### config.mk
export PLATFORM = sky130hd
export DESIGN_NAME = spi_slave_gen2
export DESIGN_NICKNAME = d
export VERILOG_FILES = /design/src/rtl/spi_slave_gen2.sv
export SDC_FILE = /design/constraint.sdc
export NUM_CORES = 1
export LEC_CHECK = 0
export CAP_MARGIN = 20
export CORE_MARGIN = 2
export CORE_UTILIZATION = 52
export CTS_BUF_LIST = sky130_fd_sc_hd__clkbuf_2 sky130_fd_sc_hd__clkbuf_4 sky130_fd_sc_hd__clkbuf_8
export DETAILED_ROUTE_END_ITERATION = 16
export PLACE_DENSITY = 0.83
export SLEW_MARGIN = 20
export SYNTH_ARGS = -nofsm -noshare
export SYNTH_HDL_FRONTEND = slang
export SYNTH_SLANG_ARGS = --single-unit
### constraint.sdc
create_clock -name clk -period 2.22 [get_ports clk]
set_input_delay 0.222 -clock clk [delete_from_list [all_inputs] [get_ports clk]]
set_output_delay 0.222 -clock clk [all_outputs]
set_load 0.03 [all_outputs]
### src/rtl/spi_slave_gen2.sv
// SPI slave: 2-bit command + DATA_W payload frames. Write frames are reported on
// rx_data; a read-address frame arms a following read-data frame, which returns tx_data on MISO.
module spi_slave_gen2 #(
   parameter int DATA_W    = 8,
   parameter bit LSB_FIRST = 1'b0
) (
   input  logic              clk,
   input  logic              rst_n,
   input  logic              SS_n,
   input  logic              MOSI,
   output logic              MISO,
   output logic [DATA_W+1:0] rx_data,
   output logic              rx_valid,
   input  logic [DATA_W-1:0] tx_data,
   input  logic              tx_valid,
   output logic              frame_err
);

   localparam int RX_W  = DATA_W + 2;
   localparam int CNT_W = $clog2(RX_W + 1);
   localparam logic [CNT_W-1:0] RX_LAST = CNT_W'(RX_W - 1);
   localparam logic [CNT_W-1:0] TX_LAST = CNT_W'(DATA_W);

   typedef enum logic [2:0] {
      IDLE, CHK_CMD, WRITE, READ_ADDR, READ_DATA, READ_WAIT, SEND, WAIT_SS
   } state_t;

   state_t            state, state_nxt;
   logic [CNT_W-1:0]  cnt, cnt_nxt;
   logic [RX_W-2:0]   rx_shift, rx_shift_nxt;
   logic [DATA_W-1:0] tx_shift, tx_shift_nxt;
   logic              addr_rcvd, addr_rcvd_nxt;
   logic              miso_nxt, rx_valid_nxt, frame_err_nxt;
   logic [RX_W-1:0]   rx_data_nxt;

   // NOTE: state registers use non-blocking assignments so every flop samples pre-edge values.
   always_ff @(posedge clk or negedge rst_n) begin
      if (!rst_n) begin
         state     <= IDLE;
         cnt       <= '0;
         rx_shift  <= '0;
         tx_shift  <= '0;
         addr_rcvd <= 1'b0;
         MISO      <= 1'b0;
         rx_data   <= '0;
         rx_valid  <= 1'b0;
         frame_err <= 1'b0;
      end else begin
         state     <= state_nxt;
         cnt       <= cnt_nxt;
         rx_shift  <= rx_shift_nxt;
         tx_shift  <= tx_shift_nxt;
         addr_rcvd <= addr_rcvd_nxt;
         MISO      <= miso_nxt;
         rx_data   <= rx_data_nxt;
         rx_valid  <= rx_valid_nxt;
         frame_err <= frame_err_nxt;
      end
   end

   always_comb begin
      // NOTE: every output of this block is defaulted first, so no path can infer a latch.
      state_nxt     = state;
      cnt_nxt       = cnt;
      rx_shift_nxt  = rx_shift;
      tx_shift_nxt  = tx_shift;
      addr_rcvd_nxt = addr_rcvd;
      rx_data_nxt   = rx_data;
      rx_valid_nxt  = 1'b0;
      frame_err_nxt = 1'b0;
      miso_nxt      = 1'b0;

      case (state)
         IDLE: begin
            cnt_nxt = '0;
            if (!SS_n) state_nxt = CHK_CMD;
         end

         CHK_CMD: begin
            if (SS_n) begin
               state_nxt     = IDLE;
               frame_err_nxt = 1'b1;
            end else begin
               rx_shift_nxt = {{(RX_W-2){1'b0}}, MOSI};
               cnt_nxt      = CNT_W'(1);
               if (!MOSI)          state_nxt = WRITE;
               else if (!addr_rcvd) state_nxt = READ_ADDR;
               else                state_nxt = READ_DATA;
            end
         end

         WRITE, READ_ADDR, READ_DATA: begin
            if (SS_n) begin
               state_nxt     = IDLE;
               frame_err_nxt = 1'b1;
            end else begin
               rx_shift_nxt = {rx_shift[RX_W-3:0], MOSI};
               cnt_nxt      = cnt + CNT_W'(1);
               if (cnt == RX_LAST) begin
                  rx_data_nxt  = {rx_shift, MOSI};
                  rx_valid_nxt = 1'b1;
                  if (state == READ_DATA) begin
                     state_nxt = READ_WAIT;
                  end else begin
                     state_nxt = WAIT_SS;
                     if (state == READ_ADDR) addr_rcvd_nxt = 1'b1;
                  end
               end
            end
         end

         READ_WAIT: begin
            if (SS_n) begin
               state_nxt     = IDLE;
               frame_err_nxt = 1'b1;
            end else if (tx_valid) begin
               state_nxt = SEND;
               cnt_nxt   = CNT_W'(1);
               if (LSB_FIRST) begin
                  miso_nxt     = tx_data[0];
                  tx_shift_nxt = tx_data >> 1;
               end else begin
                  miso_nxt     = tx_data[DATA_W-1];
                  tx_shift_nxt = tx_data << 1;
               end
            end
         end

         SEND: begin
            if (SS_n) begin
               state_nxt     = IDLE;
               frame_err_nxt = 1'b1;
            end else if (cnt == TX_LAST) begin
               // cnt counts bits already on the wire; once all are out, release MISO.
               state_nxt     = WAIT_SS;
               addr_rcvd_nxt = 1'b0;
            end else begin
               cnt_nxt = cnt + CNT_W'(1);
               if (LSB_FIRST) begin
                  miso_nxt     = tx_shift[0];
                  tx_shift_nxt = tx_shift >> 1;
               end else begin
                  miso_nxt     = tx_shift[DATA_W-1];
                  tx_shift_nxt = tx_shift << 1;
               end
            end
         end

         WAIT_SS: begin
            if (SS_n) state_nxt = IDLE;
         end

         default: state_nxt = IDLE;
      endcase
   end

endmodule
* Yosys cells after proc, flatten, opt, wreduce, memory -nomap -nowiden
Index checks and enable logic that the tools add are counted. Widths: inputs -> output; s select.
Word-level totals: register bits after elaboration 38, bits of input ports 13, output and inout port bits 13, logic and storage cells 93
Operators by class: add/sub/neg operators 1, equality and inequality tests 24, multiplexer cells 45, bitwise logic cells 1, reductions and logical operators 13
Operator list (count):
- $mux 3 | 11
- $mux 8 | 4
- $mux 4 | 6
- $ne 2x2->1 const B | 12
- $pmux 4 s5 | 1
- $mux 9 | 2
- $pmux 3 s6 | 1
- $pmux 9 s2 | 1
- $pmux 8 s2 | 1
- $mux 1 | 15
- $reduce_and 7->1 | 2
- $eq 3x3->1 const B | 4
- $reduce_and 5->1 | 2
- $ne 3x3->1 const B | 3
- $eq 4x4->1 const B | 2
- $eq 3x2->1 const B | 2
- $reduce_and 3->1 | 2
- $reduce_bool 2->1 | 3
- $reduce_or 6->1 | 1
- $reduce_bool 5->1 | 1
- $add 4x1->4 const B | 1
- $pmux 1 s2 | 2
- $eq 3x1->1 const B | 1
- $logic_not 3->1 | 1
- 3 further kinds | 3

* Logic depth before layout (Yosys ltp)
depth in word-level cells 6, depth in mapped cells 7, gate-level depth less buffers 6

* Least setup slack after synthesis
OpenSTA, ideal clock, no wires.
path kind reg2reg, start register cnt[0], end register cnt[2], setup time 129 ps, arrival time 1507 ps, required time 2091 ps, path slack 584 ps, cell stages (with the launch flop) 7, path buffers 0, clock period less this slack 1636 ps, cell sequence dfrtp_1 > inv_1 > ha_1 > nand3b_1 > a222oi_1 > a21o_1 > o21ai_0
Between the ends: longest elaborated chain between the ends 4, elaborated cells between the ends (all ways) 8, those cells by class add/sub: 1; eq/ne: 2; mux: 4; reduce/logical: 1
RTL lines:
- start, declared | line 29 | logic [CNT_W-1:0] cnt, cnt_nxt;
- start signal, assigned | line 50 | cnt <= cnt_nxt;
- $add 4x1->4 | line 98, 138
- $mux 4 | line 133 | end else if (cnt == TX_LAST) begin
- $mux 4 | line 130 | if (SS_n) begin
- $pmux 4 s5 | line 73 | case (state)
Several ways; a longest one is shown, not always the timed one. The select of a mux whose other input is x is not followed. A chain may end at the register's enable or synchronous reset.

* Final worst setup path
start register cnt[0], end register rx_data[3]
Between the ends: longest elaborated chain between the ends 2
RTL lines:
- $eq 4x4->1 | line 99 | if (cnt == RX_LAST) begin
- $reduce_and 3->1 (no line)
- end signal, assigned | line 55 | rx_data <= rx_data_nxt;
- end, declared | line 12 | output logic [DATA_W+1:0] rx_data,
No other way between the ends.

==> summary.md <==
| Metric | Value |
|---|---|
| Status | finished, final reports clean |
| DRC | 0 |
| Critical path class | reg -> reg |
| Delay of the slowest critical-path stage | 0.53 ns |
| Gr usage total | between 20 and 25% |
| Initial core utilization | around 54% |
| Cells after synthesis | around 190 |
| Slew @ Worst Pin | around 0.8 ns |
| I/O pin cnt | 26 |
| Post-layout minimum cycle time | 1.88 ns |
| Final setup TNS | 0 ns |
| Routed via count | between 1500 and 2000 |
| Internal power | roughly 1800 µW |
| # hold bufs at CTS | 0 |
| Largest net degree at the start of global routing | 38 |
| Clock Skew | 0.00528 ns |
| Net Switching | about 1100 µW |
| Number of synthesized register bits | 37 |
| Mapped cell area | approximately 2000 µm² |
| WHS | 0.0214 ns |
| Crit path required time | 2.40 ns |
| Layout Nets | 230 |
| Chip height | approximately 66 µm |
| Sequential share of the synthesized area | 46.5% |
| Buf+Inv Stages, Crit Path | 0 |
| Chip Width | 65.9 µm |
| Peak VDD IR | between 0.0005 and 0.0006 V |
| Detailed Routing Iterations Pass 1 | 4 |
| Critical path endpoint | rx_data[3]$_DFFE_PN0P_ |
| Fin crit share | ~85% |
| Worst path arrival time | just over 2 ns |
| WL final | just over 4 mm |
| Sequential power share | between 30% and 40% |
| DP Area | about 2300 µm² |
| Startpoint types | flip-flop |
| Final Core Density | between 60% and 70% |
| Mapped Nets | approximately 210 |
| Cell family with most CP delay | compound AO/OA/AOI/OAI gates |
| R2R Path Start | cnt[0]$_DFFE_PN0P_ |
| Netlist cell types | 42 |
| PostCTS Resize Cnt | 0 |
| GPL Wtd Cong | just over 0.8 |
| Avg Cell Area, Syn | around 11 µm² |
| Clock slew at reported path FFs | 0.07 ns |
| Clock root cell | clkbuf_8 |
| Power Dens Cells | roughly 1200 nW/µm² |
| DR iter-0 viols | between 100 and 150 |
| Aggregate global routing overflow | 0 |
| Postcts setup bufs | 0 |
| Commonest non-fill, non-tap cells in the layout | dfrtp_1 (37), clkdlybuf4s50_1 (24), nand2_1 (16), a221oi_1 (16), o21ai_0 (15) |
| Share of layout cells above drive strength 1 | 16.3% |
| Total core area | 3660 µm² |
| Final Slew Violations | 0 |
| Die area | ~4300 µm² |
| WL/cell | between 15 and 20 µm |
| Deepest clock path buffer count | 2 |
| Final setup viols | 0 |
| R2R setup slack | ~0.34 ns |
| Critical path depth in cells | 4 |
| Gate power share | ~40% |
| ANT cells | 0 |
| Slew margin rel. | a little under half |
| Crit path max fanout | 11 |
| Area Overhead vs Synth | 20.0% |
| Slowest-stage cell, CP | a211o_1 |
| Fmax | ~530 MHz |
| PortBufs | 25 |
| Chain of cells forming the critical path | ha_1 -> nand3b_1 -> a211o_1 -> mux2_2 |
| R2R cell count | 4 |
| Unrepaired setup endpoints after global routing | false |
| Crit path capture type | flip-flop |
| Critical R2R Capture | rx_data[3]$_DFFE_PN0P_ |
| HP Class | in -> async |
| CTS buffer count | 5 |
| Initial antenna violation count | 0 |
| CTS sink cnt | 37 |
| HPWL after detailed placement | between 2 and 3 mm |
| TritonCTS clock tree | built |
| Switching share of power | between 30% and 40% |
| Skew-Pair Late Insertion Delay | approximately 0.29 ns |
| Vias in the first global route | approximately 1500 |
| Final Cell Area | approximately 2400 µm² |
| Vias per cell | about 5.9 |
| Global-route wire length before repair | between 7 and 8 mm |
| Htree depth | 2 |
| Routed Antenna Nets | 0 |
| Row cnt | 22 |
| Max Cap Viol | 0 |
| Commonest non-fill, non-tap cell in the layout | dfrtp_1 |
| Final Hold Viols | 0 |
| # fillers | 301 |
| Leakage power | ~0.0011 µW |
| Warnings from Yosys | 0 |
| Launch point of the worst path | cnt[0]$_DFFE_PN0P_ |
| Power share of the clock group | a little over a fifth |
-- worst reg2reg max path, stage by stage, from the launching register on --
cell      delay (ns)
dfrtp_1         0.44
ha_1            0.26
nand3b_1        0.15
a211o_1         0.53
mux2_2          0.41
-- metal layers --
metal | GRT usage [%] | up-vias | routed length, µm | share of wire (%)
met5 | 0 | - | 0 | 0
met2 | 35.6 | 48 | 2000 | 49
li1 | - | 753 | - | -
met4 | 6.25 | 0 | 63 | 1.5
met3 | 5.62 | 10 | 187 | 4.6
met1 | 27.7 | 740 | 1820 | 45
-- cells by family (layout without fill, tap and decap cells) --
group	Yosys count	after routing	share of synthesized area, %
AOI/OAI and AO/OA	63	63	21.7
and+or+nand+nor	44	44	11.9
DFF	37	37	46.5
buffers and inverters	22	48	5.71
muxes	19	19	12.0
adders and majority gates	3	3	1.88
xor gates and xnor gates	1	1	0.440
-- layout make-up --
type / instances / area [µm²] / share of cell area (%)
clock buffer: 7 / 90.1 / 3.77
clock inverter: 1 / 30.0 / 1.26
inverter: 7 / 26.3 / 1.10
multi-input combinational: 130 / 953 / 39.9
sequential: 37 / 926 / 38.7
tap: 48 / 60.1 / 2.51
timing repair buffer: 33 / 305 / 12.8
-- synth_stat cells (all sizes together) --
library cell	n	share of area [%]
mux2i	7	3.5
a22o	2	0.88
nand3b	3	1.1
a222oi	1	0.50
and3b	1	0.44
buf	10	3.5
a22oi	1	0.38
dfrtp	37	46
xnor2	1	0.44
nor4bb	1	0.50
nor2b	4	1.3
a21boi	1	0.38
o21ai	17	4.3
a2111oi	1	0.44
and3	2	0.63
clkbuf	5	0.94
ha	3	1.9
a21o	1	0.38
nand2	16	3.0
mux2	12	8.5
a211o	1	0.44
o221ai	1	0.44
a31o	1	0.44
inv	7	1.3
a311oi	1	0.44
nor3	1	0.50
or2	1	0.31
a31oi	7	2.2
nand2b	5	1.6
a221oi	16	7.0
o22ai	1	0.31
a21oi	9	2.3
nand3	4	1.3
o31ai	1	0.38
a221o	1	0.50
nor2	6	1.3
-- state kept, by name (all words and copies together), names as in the netlist, 3 cells and up --
signal and flops:
tx_shift 7, rx_data 10, state 3, rx_shift 9, cnt 4
-- worst min path at each step --
stage	end	slack, ns	cells past startpoint
floorplan	MISO$_DFF_PN0_	-0.07	0
global placement	rx_data[8]$_DFFE_PN0P_	0.35	1
detailed placement	rx_data[9]$_DFFE_PN0P_	0.36	1
CTS	frame_err$_DFF_PN0_	0.05	1
global route	frame_err$_DFF_PN0_	0.09	1
finish	rx_shift[8]$_DFFE_PN0P_	0.02	1
-- power groups by stage --
stage | Sequential (µW) | Combinational, µW | Clock, µW
after floorplan | 1050 | 940 | 0
after global placement | 1110 | 1120 | 0
after detailed placement | 1120 | 1160 | 0
after CTS | 1110 | 1160 | 628
after global routing | 1150 | 1290 | 670
final | 1120 | 1160 | 616
-- stage by stage --
stage          setup slack [ns]  std cells  total power [µW]
6_report                  0.336        263              2890
5_1_grt                   0.206        263              3110
4_1_cts                   0.314        263              2910
3_5_place_dp              0.297        255              2280
3_3_place_gp              0.320        255              2220
2_1_floorplan             0.584        189              1990
Note: power is estimated with default switching activity, not from simulation.
